===== config.mk =====
export PLATFORM = sky130hd
export DESIGN_NAME = result_display_ctrl_flat
export DESIGN_NICKNAME = d
export VERILOG_FILES = /design/src/rtl/result_display_ctrl_if.sv /design/src/rtl/result_display_ctrl.sv /design/src/flat_wrapper.sv
export SDC_FILE = /design/constraint.sdc
export NUM_CORES = 1
export LEC_CHECK = 0
export ABC_CLOCK_PERIOD_IN_PS = 4800
export CAP_MARGIN = 30
export CORE_ASPECT_RATIO = 1.25
export CORE_MARGIN = 5
export CORE_UTILIZATION = 30
export CTS_CLUSTER_DIAMETER = 200
export DETAILED_ROUTE_END_ITERATION = 10
export PLACE_DENSITY = 0.54
export SYNTH_ARGS = -nofsm -noshare
export SYNTH_HDL_FRONTEND = slang
export SYNTH_SLANG_ARGS = --single-unit

===== constraint.sdc =====
create_clock -name clk -period 4.8 [get_ports clk]
set_input_delay 0.48 -clock clk [delete_from_list [all_inputs] [get_ports clk]]
set_output_delay 0.48 -clock clk [all_outputs]
set_load 0.03 [all_outputs]

===== src/rtl/result_display_ctrl_if.sv =====
// Bundle of capture, selection and display signals for result_display_ctrl.
// master drives capture/selection inputs; slave (the controller) drives the display outputs.
interface result_display_ctrl_if #(
    parameter int unsigned DATA_W = 32,
    parameter int unsigned LED_W  = 16,
    parameter int unsigned DEPTH  = 8
);
    localparam int unsigned PAGES = DATA_W / LED_W;
    localparam int unsigned PW    = (PAGES > 1) ? $clog2(PAGES) : 1;
    localparam int unsigned HW    = $clog2(DEPTH);

    logic [DATA_W-1:0] result_in;
    logic              result_valid;
    logic              freeze;
    logic [PW-1:0]     page_sel;
    logic [HW-1:0]     hist_sel;
    logic              auto_scroll;
    logic [LED_W-1:0]  led;
    logic [HW:0]       hist_count;
    logic [7:0]        drop_count;

    modport master (
        output result_in, result_valid, freeze, page_sel, hist_sel, auto_scroll,
        input  led, hist_count, drop_count
    );

    modport slave (
        input  result_in, result_valid, freeze, page_sel, hist_sel, auto_scroll,
        output led, hist_count, drop_count
    );
endinterface


===== src/rtl/result_display_ctrl.sv =====
// Captures processor results into a small history buffer and shows one LED_W slice on the LEDs.
// Optional page auto-scroll is built when RESULT_DISPLAY_AUTO_SCROLL_EN is defined.
module result_display_ctrl #(
    parameter int unsigned DATA_W     = 32,
    parameter int unsigned LED_W      = 16,
    parameter int unsigned DEPTH      = 8,
    parameter int unsigned SCROLL_DIV = 100000000
) (
    input  logic clk,
    input  logic rst_n,
    result_display_ctrl_if.slave bus
);
    localparam int unsigned PAGES = DATA_W / LED_W;
    localparam int unsigned PW    = (PAGES > 1) ? $clog2(PAGES) : 1;
    localparam int unsigned HW    = $clog2(DEPTH);

    logic [DATA_W-1:0] mem [DEPTH];
    logic [HW-1:0]     wp_q, wp_d;
    logic [HW:0]       hc_q, hc_d;
    logic [7:0]        dc_q, dc_d;
    logic [LED_W-1:0]  led_q, led_d;
    logic              capture_c;
    logic [HW-1:0]     rd_idx;
    logic [DATA_W-1:0] sel_entry;
    logic [PW-1:0]     page;

    assign capture_c = bus.result_valid & ~bus.freeze;

    // Write pointer, occupancy and drop counter next state
    always_comb begin
        wp_d = wp_q;
        hc_d = hc_q;
        dc_d = dc_q;
        if (capture_c) begin
            wp_d = wp_q + HW'(1);
            if (hc_q != (HW+1)'(DEPTH)) hc_d = hc_q + (HW+1)'(1);
        end
        if (bus.result_valid && bus.freeze && (dc_q != 8'hFF)) dc_d = dc_q + 8'd1;
    end

    // Entry selection uses the post-capture pointer so a new result shows one edge later
    always_comb begin
        rd_idx    = wp_q - HW'(1) - bus.hist_sel;
        sel_entry = '0;
        if ({1'b0, bus.hist_sel} < hc_q) sel_entry = mem[rd_idx];
        led_d = '0;
        for (int unsigned p = 0; p < PAGES; p++) begin
            if (page == PW'(p)) led_d = sel_entry[p*LED_W +: LED_W];
        end
    end

`ifdef RESULT_DISPLAY_AUTO_SCROLL_EN
    localparam int unsigned CW = (SCROLL_DIV > 1) ? $clog2(SCROLL_DIV) : 1;

    logic [CW-1:0] cnt_q, cnt_d;
    logic [PW-1:0] spage_q, spage_d;

    always_comb begin
        cnt_d   = cnt_q;
        spage_d = spage_q;
        if (!bus.auto_scroll) begin
            cnt_d   = '0;
            spage_d = '0;
        end else if (cnt_q == CW'(SCROLL_DIV - 1)) begin
            cnt_d   = '0;
            spage_d = (spage_q == PW'(PAGES - 1)) ? '0 : spage_q + PW'(1);
        end else begin
            cnt_d = cnt_q + CW'(1);
        end
    end

    always_ff @(posedge clk or negedge rst_n) begin
        if (!rst_n) begin
            cnt_q   <= '0;
            spage_q <= '0;
        end else begin
            cnt_q   <= cnt_d;
            spage_q <= spage_d;
        end
    end

    assign page = bus.auto_scroll ? spage_q : bus.page_sel;
`else
    logic        unused_auto_scroll;
    logic [31:0] unused_scroll_div;

    assign unused_auto_scroll = bus.auto_scroll;
    assign unused_scroll_div  = 32'(SCROLL_DIV);
    assign page               = bus.page_sel;
`endif

    always_ff @(posedge clk or negedge rst_n) begin
        if (!rst_n) begin
            wp_q  <= '0;
            hc_q  <= '0;
            dc_q  <= '0;
            led_q <= '0;
        end else begin
            wp_q  <= wp_d;
            hc_q  <= hc_d;
            dc_q  <= dc_d;
            led_q <= led_d;
        end
    end

    // Entries are never reset; hist_count gates what can be read
    always_ff @(posedge clk) begin
        if (capture_c) mem[wp_q] <= bus.result_in;
    end

    assign bus.led        = led_q;
    assign bus.hist_count = hc_q;
    assign bus.drop_count = dc_q;
endmodule


===== src/flat_wrapper.sv =====
// flat-port wrapper written by rule: the top's interface ports become plain ports
module result_display_ctrl_flat 
#(
    parameter int unsigned DATA_W     = 32,
    parameter int unsigned LED_W      = 16,
    parameter int unsigned DEPTH      = 8,
    parameter int unsigned SCROLL_DIV = 100000000
)
  (clk, rst_n, bus_result_in, bus_result_valid, bus_freeze, bus_page_sel, bus_hist_sel, bus_auto_scroll, bus_led, bus_hist_count, bus_drop_count);
  result_display_ctrl_if #(.DATA_W(DATA_W), .LED_W(LED_W), .DEPTH(DEPTH)) bus_i ();
  input  logic clk;
  input  logic rst_n;
  input wire logic [$bits(bus_i.result_in)-1:0] bus_result_in;
  input wire logic [$bits(bus_i.result_valid)-1:0] bus_result_valid;
  input wire logic [$bits(bus_i.freeze)-1:0] bus_freeze;
  input wire logic [$bits(bus_i.page_sel)-1:0] bus_page_sel;
  input wire logic [$bits(bus_i.hist_sel)-1:0] bus_hist_sel;
  input wire logic [$bits(bus_i.auto_scroll)-1:0] bus_auto_scroll;
  output wire logic [$bits(bus_i.led)-1:0] bus_led;
  output wire logic [$bits(bus_i.hist_count)-1:0] bus_hist_count;
  output wire logic [$bits(bus_i.drop_count)-1:0] bus_drop_count;
  assign bus_i.result_in = bus_result_in;
  assign bus_i.result_valid = bus_result_valid;
  assign bus_i.freeze = bus_freeze;
  assign bus_i.page_sel = bus_page_sel;
  assign bus_i.hist_sel = bus_hist_sel;
  assign bus_i.auto_scroll = bus_auto_scroll;
  assign bus_led = bus_i.led;
  assign bus_hist_count = bus_i.hist_count;
  assign bus_drop_count = bus_i.drop_count;
  result_display_ctrl #(.DATA_W(DATA_W), .LED_W(LED_W), .DEPTH(DEPTH), .SCROLL_DIV(SCROLL_DIV)) u_core (.clk(clk), .rst_n(rst_n), .bus(bus_i));
endmodule

==> results of run 1 <==
[flip-flops by register name (all words and copies together), names as in the netlist]
register,cells
u_core.bus.drop_count,8
u_core.bus.hist_count,4
u_core.bus.led,16
u_core.mem,256
u_core.wp_q,3
[how the worst max path moves through the flow]
stage                         endpoint            start  slack, ns
floorplan             u_core.mem[0][0]       bus_freeze       0.52
global placement     u_core.bus.led[5]  bus_hist_sel[0]       1.39
detailed placement   u_core.bus.led[2]  bus_hist_sel[0]       1.36
CTS                  u_core.bus.led[2]   u_core.wp_q[0]       1.84
global route        u_core.bus.led[10]   u_core.wp_q[0]       1.72
finish               u_core.bus.led[2]   u_core.wp_q[0]       1.88
[placed cells by master, fill, tap and decap left out, drive strengths merged, types with 2 or more instances in the layout]
cell / synthesis / routed
nand2: 10 / 10
mux2: 2 / 2
edfxtp: 256 / 256
o221ai: 2 / 2
inv: 7 / 8
clkbuf: 2 / 31
o22ai: 16 / 16
xnor2: 11 / 11
a21oi: 3 / 3
bufinv: 0 / 3
mux4: 64 / 64
nor3: 4 / 4
nand2b: 5 / 5
dfrtp: 31 / 31
nand4: 4 / 4
nor2: 3 / 3
xor2: 2 / 2
clkinv: 0 / 11
mux2i: 32 / 32
clkinvlp: 0 / 2
buf: 18 / 15
clkdlybuf4s50: 0 / 66
ha: 7 / 7
and3: 2 / 2
[stage by stage]
stage,area [um2],cells
2_1_floorplan,11000,489
3_5_place_dp,12300,1030
3_3_place_gp,12300,1030
5_1_grt,13200,1078
6_report,13200,1078
4_1_cts,13200,1078
[power groups by stage]
stage	Combinational, mW	Clock [mW]	Sequential [mW]
floorplan	1.81	0	3.37
global placement	2.67	0	3.20
detailed placement	2.70	0	3.23
CTS	2.71	2.15	3.17
global route	2.84	2.25	3.20
finish	2.64	2.08	3.17
[cell families (layout without fill, tap and decap cells)]
kind of cell	count (synthesis)	count (layout)	share of synthesized area [%]
flops	287	287	76.7
mux	98	98	16.2
simple gates	32	32	1.49
buf+inv	27	136	1.72
compound gates	24	24	1.59
xor+xnor	13	13	1.37
fa+ha+maj	8	8	0.975
[cell type report]
class	instances	area, um2	share of cell area (%)
Inverter	7	26.3	0.199
Timing Repair Buffer	81	783	5.94
Multi-Input combinational cell	175	2450	18.5
Clock inverter	17	171	1.30
Tap cell	480	601	4.55
Sequential cell	287	8460	64.2
Clock buffer	31	701	5.31
[routing by layer]
metal  track usage, %  up-vias  part of all wire, %
li1                 -     2206                    -
met1             13.8     2661                   42
met2             18.7      122                   51
met3             2.10       33                  4.8
met4             3.56        2                  2.1
met5                0        -                0.049
[critical path, delay by kind of cell, from the launching register on]
kind / cells / cell delay [ns]
buffers and inverters: 1 / 0.76
adders and majority gates: 2 / 0.73
muxes: 2 / 0.66
DFF: 1 / 0.51
AOI/OAI and AO/OA: 1 / 0.12
==> results.yml, run 1 <==
outcome:
  outcome: "finished clean"
global_route:
  antenna_found_initial: 1
  grt_pass1_wl_um: 33500
  grt_overflow: 0
  gr-usage-all-layers_pct: 10.8
  grt_pass1_vias: 5405
  grt_max_degree: 65
drt:
  dr.pass1.iters: 4
  drtAntennaViolNets: 0
  viasPerCell: 4.66
  drtIter0Drc: 220
  avgRoutedWirePerCell_um: 20.7
  drc: 0
  wirelength_um: 22300
  num_vias: 5024
power:
  vdd_drop_max_mv: 0.257
  clkPwrFrac_pct: 26.4
  power.total_mw: 7.88
  combPwrFrac_pct: 33.4
  p_switching_mw: 2.41
  switching_share_pct: 30.5
  leakage_nw: 4.30
  seq_power_share_pct: 40.2
  power.internal_mw: 5.48
  powerDensity_mw_per_mm2: 598
cts:
  cts_max_level: 1
  clk_pin_slew_ns: 0.07
  cts_buffer_depth: 3
  ctsResizeCount: 0
  cts_tree: "built"
  cts_setup_buffers: 0
  cts_hold_buffers: 0
  cts_buffers: 26
  clock-sinks: 287
  root_buffer: "clkbuf_16"
  clk_latency_ns: 0.53
timing:
  slew_violations: 0
  whs_ns: 0.0455
  setup_violations: 0
  worstMarginPinSlew_ns: 0.972
  fin_worst_skew_ns: 0.0115
  hold_viol: 0
  rsz0062_at_grt: "false"
  timing.fmax_mhz: 342
  post-route-min-period_ns: 2.92
  relSlewSlack_pct: 35.2
  finalCritPeriodShare_pct: 60.9
  setup_slack_ns: 1.88
  setup_tns_ns: 0
placement:
  place_hpwl_um: 12300
  pre_cts_ws_ns: 1.36
  place.gp.congestion: 0.700
  port_buffers: 67
synthesis:
  synth.distinct_cells: 37
  yosys.area.top_type: "edfxtp_1"
  netlist_instances: 489
  synthArstFlopShare_pct: 10.8
  syn_area_mm2: 0.0110
  synth_top_cell_area_share_pct: 69.7
  yosysMostFrequentCell: "edfxtp_1"
  synth.top_cells.by_area: "edfxtp_1 70%, mux4_2 13%, dfrtp_1 7.0%, mux2i_1 2.9%, ha_1 0.79%"
  synth_commonest_cells: "256 x edfxtp_1, 64 x mux4_2, 32 x mux2i_1"
  synth_area_per_cell_um2: 22.6
  ys_seq_area_share_pct: 76.7
  synth_edf_count: 256
  ys_dominant_reg_cell: "edfxtp_1"
  synth-seq-cells: 287
  yosysWarnings: 0
  synth_nets: 538
die:
  core_area_mm2: 0.0363
  rows: 78
  die_h_um: 224
  start_util_pct: 30.4
  io_pins: 69
  die_w_um: 182
  die_area_mm2: 0.0407
setup_path:
  reg2reg_slack_ns: 1.88
  slowest_stage: "buf_4"
  worstSetupPathType: "reg -> reg"
  end_kind: "flip-flop"
  timing.rr.start: "u_core.wp_q[0]"
  path_cells: "ha_4, fa_2, buf_4, mux4_2, mux2i_1, o22ai_1"
  cp.arrival_ns: 3.32
  cp_slowest_stage_delay_ns: 0.76
  ff2ff_path_depth: 6
  crit_path_start_kind: "flip-flop"
  worst-path-max-fanout: 64
  crit_required_ns: 5.20
  r2r-end: "u_core.bus.led[2]"
layout:
  drive_gt1_share_pct: 23.1
  syn2layout_area_growth_pct: 19.5
  fin_util_pct: 36.3
  final.fill_count: 3328
  antenna_cells: 0
  nets: 627
job:
  max_cap_viol_count: 0
min_path:
  hold_path.class: "in -> async"
Power figures use the tool's default switching activity.
==> inputs of run 2 (changes only) <==
Settings changed: ABC_CLOCK_PERIOD_IN_PS 4800 to 2540, PLACE_DENSITY 0.54 to 0.56.
Clock period 4.8 ns to 2.54 ns, I/O delays scaled along.
==> results.yml, run 2 (synthesized netlist as in run 1, its figures left out) <==
cts:
  cts_buffers: 27
  clock-sinks: 287
  cts_buffer_depth: 3
  ctsResizeCount: 0
  cts_setup_buffers: 0
  root_buffer: "clkbuf_16"
  cts_max_level: 1
  clk_pin_slew_ns: 0.07
  clk_latency_ns: 0.54
  cts_hold_buffers: 1
  cts_tree: "built"
timing:
  fin_worst_skew_ns: 0.0121
  finalCritPeriodShare_pct: 89.6
  slew_violations: 0
  relSlewSlack_pct: 43.5
  whs_ns: 0.365
  setup_slack_ns: 0.265
  post-route-min-period_ns: 2.27
  setup_tns_ns: 0
  rsz0062_at_grt: "false"
  hold_viol: 0
  worstMarginPinSlew_ns: 0.847
  setup_violations: 0
  timing.fmax_mhz: 440
setup_path:
  ff2ff_path_depth: 6
  cp-startpoint: "u_core.wp_q[0]"
  crit_path_start_kind: "flip-flop"
  cp.arrival_ns: 2.68
  path_delay_family: "adder cells"
  slowest_stage: "fa_2"
  reg2reg_slack_ns: 0.27
  crit_required_ns: 2.95
  crit_end: "u_core.bus.led[7]"
  path_cells: "ha_4, fa_2, buf_12, mux4_2, mux2i_1, o22ai_1"
  worst-path-buf-inv: 1
  cp.depth: 6
  worst-path-max-fanout: 28
  r2r-end: "u_core.bus.led[7]"
  end_kind: "flip-flop"
  timing.rr.start: "u_core.wp_q[0]"
  worstSetupPathType: "reg -> reg"
  cp_slowest_stage_delay_ns: 0.59
global_route:
  grt_overflow: 0
  grt_pass1_wl_um: 34800
  grt_pass1_vias: 5577
  grt_max_degree: 37
  antenna_found_initial: 5
  gr-usage-all-layers_pct: 11.2
job:
  max_cap_viol_count: 0
power:
  vdd_drop_max_mv: 0.497
  leakage_nw: 4.44
  powerDensity_mw_per_mm2: 1140
  power.total_mw: 15.4
die:
  start_util_pct: 30.4
  io_pins: 69
  die_area_mm2: 0.0407
  die_h_um: 224
  core_area_mm2: 0.0363
  die_w_um: 182
  rows: 78
layout:
  final_area_mm2: 0.0135
  fin_util_pct: 37.2
  drive_gt1_share_pct: 25.2
  layout_common_cells: "256 x edfxtp_1, 66 x clkdlybuf4s50_1, 64 x mux4_2"
  final.fill_count: 3294
  nets: 641
  largest_register: "u_core.mem"
  layout_commonest_cell: "edfxtp_1"
  finalNonFillerCells: 1093
  largest_reg_flops: 256
  syn2layout_area_growth_pct: 22.5
placement:
  dpl_cell_area_mm2: 0.0127
  pre_cts_ws_ns: -0.178
  place_hpwl_um: 13800
  port_buffers: 67
  place_inst: 1042
  place.gp.congestion: 0.700
outcome:
  outcome: "finished clean"
drt:
  drtAntennaViolNets: 0
  drtIter0Drc: 343
  num_vias: 5050
  viasPerCell: 4.62
  dr.pass1.iters: 6
  avgRoutedWirePerCell_um: 21.1
  drc: 0
  wirelength_um: 23100
min_path:
  hold_path.class: "in -> async"
run 2: cell types whose count changed in the layout (fill, tap and decap cells not counted), moves of 3 or more:
cell | previous run | this run
clkbuf_8 | 1 | 4
buf_4 | 13 | 9
buf_12 | 1 | 17
nor3_4 | 0 | 4
nor3_2 | 4 | 0
clkinv_1 | 4 | 1
run 2: worst min-delay path by stage:
stage	slack [ns]	from	to	depth (start not counted)
after CTS	0.38	rst_n	u_core.bus.hist_count[3]	2
after global placement	0.43	rst_n	u_core.bus.hist_count[3]	1
after global routing	0.45	rst_n	u_core.bus.hist_count[1]	2
final	0.36	rst_n	u_core.bus.hist_count[3]	2
after detailed placement	0.42	rst_n	u_core.bus.hist_count[3]	1
after floorplan	-0.04	rst_n	u_core.bus.drop_count[0]	0
run 2: cell type report:
type / count / area (um2) / share of cell area (%)
diodes: 1 / 2.50 / 0.0185
clock buffers: 36 / 749 / 5.54
clock inverters: 13 / 105 / 0.777
inverters: 7 / 26.3 / 0.194
multi-input cells: 175 / 2490 / 18.4
flip-flops and latches: 287 / 8460 / 62.6
well taps: 480 / 601 / 4.44
repair buffers: 94 / 1080 / 8.01
run 2: per-layer routing:
layer | global-route usage, % | up-vias | wire length (um) | share of wire [%]
met3 | 2.75 | 37 | 1340 | 5.8
met5 | 0 | - | 34 | 0.15
met2 | 20.0 | 115 | 12000 | 52
met4 | 3.05 | 8 | 416 | 1.8
met1 | 13.7 | 2654 | 9330 | 40
li1 | - | 2236 | - | -
run 2: where the power goes:
group	internal [mW]	total [mW]	switching (mW)
Sequential	5.68	5.98	0.298
Clock	2.18	3.86	1.67
Combinational	2.78	5.53	2.75
Total	10.6	15.4	4.72
==> variant: new RTL, settings of run 1 <==
`DATA_W` is set to 32 in 3 places; all go to 16.
--- a/src/rtl/result_display_ctrl_if.sv
+++ b/src/rtl/result_display_ctrl_if.sv
@@ -2,5 +2,5 @@
 // master drives capture/selection inputs; slave (the controller) drives the display outputs.
 interface result_display_ctrl_if #(
-    parameter int unsigned DATA_W = 32,
+    parameter int unsigned DATA_W = 16,
     parameter int unsigned LED_W  = 16,
     parameter int unsigned DEPTH  = 8
--- a/src/rtl/result_display_ctrl.sv
+++ b/src/rtl/result_display_ctrl.sv
@@ -2,5 +2,5 @@
 // Optional page auto-scroll is built when RESULT_DISPLAY_AUTO_SCROLL_EN is defined.
 module result_display_ctrl #(
-    parameter int unsigned DATA_W     = 32,
+    parameter int unsigned DATA_W     = 16,
     parameter int unsigned LED_W      = 16,
     parameter int unsigned DEPTH      = 8,
--- a/src/flat_wrapper.sv
+++ b/src/flat_wrapper.sv
@@ -2,5 +2,5 @@
 module result_display_ctrl_flat 
 #(
-    parameter int unsigned DATA_W     = 32,
+    parameter int unsigned DATA_W     = 16,
     parameter int unsigned LED_W      = 16,
     parameter int unsigned DEPTH      = 8,
Ports: changed (resized bus_result_in); port bits go from 69 to 53. The function was not compared with the original's and may differ.
==> variant against run 1 <==
Setup slack better by 0.22 ns. Cell area down 41%. Area after synthesis down 43%. Routed wire length down 45%. Hold slack better by 0.12 ns. Clock skew down 0.0072 ns. Global-route usage about the same. Sequential cell count down 128. Core utilization up 1.0 points. Power down 41%. Critical path type is now input pin to register.
==> variant: results (changes against run 1) <==
outcome:
  outcome: "completed"
clock_network:
  cts_made_buffers: 17  # -35%
  clockBufferDepth: 2  # -1
  cts_htree_levels: 4  # +3
global_routing:
  grt_use_met3: 0.0286  # +0.00761
  grt_pass1_vias: 3327  # -38%
  grt_max_degree: 32  # -51%
  gr-usage-met1: 0.128  # -0.00952
  grt_util_met2: 0.192  # +0.00415
  antenna_found_initial: 0  # -1
  grt_pass1_wl_mm: 19.3  # -42%
sta:
  fin_skew_ns: 0.00432  # -0.00722 ns
  worst_pin_slew_ns: 0.956  # -0.0158 ns
placed_design:
  dpl-instance-area_um2: 7160  # -42%
  gp_congestion: 0.700  # about the same
  place_inst: 632  # -39%
route:
  top_layer: "met4"
  num_vias: 3009  # -40%
  route.met2.wl_mm: 6.29  # -44%
  met3_wirelength_um: 446  # -59%
setup_path:
  crit_fanout: 21  # -67%
layout:
  final_cells: 665  # -38%
  largest_register_ffs: 128  # -50%
yosys:
  synth.area.top_cells: "edfxtp_1 62%, dfrtp_1 12%, mux4_2 9.4%"
  syn_nets: 342  # -36%
  async_flop_share: 0.195  # +0.0870
power:
  vdd_drop_max_mv: 0.266  # +3.8%
  p_leak_nw: 2.66  # -38%
[variant: cell count changes after synthesis, moves of 3 or more]
cell,before,now
buf_2,5,2
xnor2_1,10,7
mux2i_1,32,16
mux4_2,64,26
o22ai_1,14,0
buf_6,2,5
edfxtp_1,256,128
mux4_1,0,6
a21oi_1,3,19
nand3_1,1,5
buf_4,6,1
[variant: worst paths after layout]
check,slack (ns),to,start,cells after the start
hold reg to reg,0.52,u_core.bus.drop_count[0],u_core.bus.drop_count[0],1
hold / removal,0.16,u_core.bus.led[0],rst_n,1
setup / recovery,2.10,u_core.bus.led[2],bus_hist_sel[0],7
setup reg to reg,2.11,u_core.bus.led[2],u_core.wp_q[0],5
max in group asynchronous,4.12,u_core.bus.led[5],rst_n,1
min in group clk,0.52,u_core.bus.drop_count[0],u_core.bus.drop_count[0],1
[variant: kinds of logic (layout without fill, tap and decap cells)]
group | count (synthesis) | after routing | synth area share
and+or+nand+nor | 38 | 38 | 0.0315
buffers and inverters | 18 | 100 | 0.0196
muxes | 51 | 51 | 0.150
DFF | 159 | 159 | 0.740
adders and majority gates | 8 | 8 | 0.0172
xor gates and xnor gates | 10 | 10 | 0.0182
AOI/OAI and AO/OA | 25 | 25 | 0.0233
[variant: worst max-delay path, delay by kind of cell]
family | cells | cell delay, ns
buf+inv | 3 | 0.94
compound gates | 1 | 0.07
fa+ha+maj | 1 | 0.78
mux | 2 | 0.67
[variant: power by group]
part | internal (mW) | switching, mW | total (mW)
registers | 1.68 | 0.135 | 1.82
clock network | 0.711 | 0.504 | 1.21
logic | 0.768 | 0.820 | 1.59
[variant: area by class of cell]
class                   count  area (µm²)
fillers                  1920       12900
multi-input cells         132        1550
clock inverters            10        91.3
repair buffers             63         661
inverters                   5        18.8
clock buffers              22         444
well taps                 274         343
flip-flops and latches    159        4620
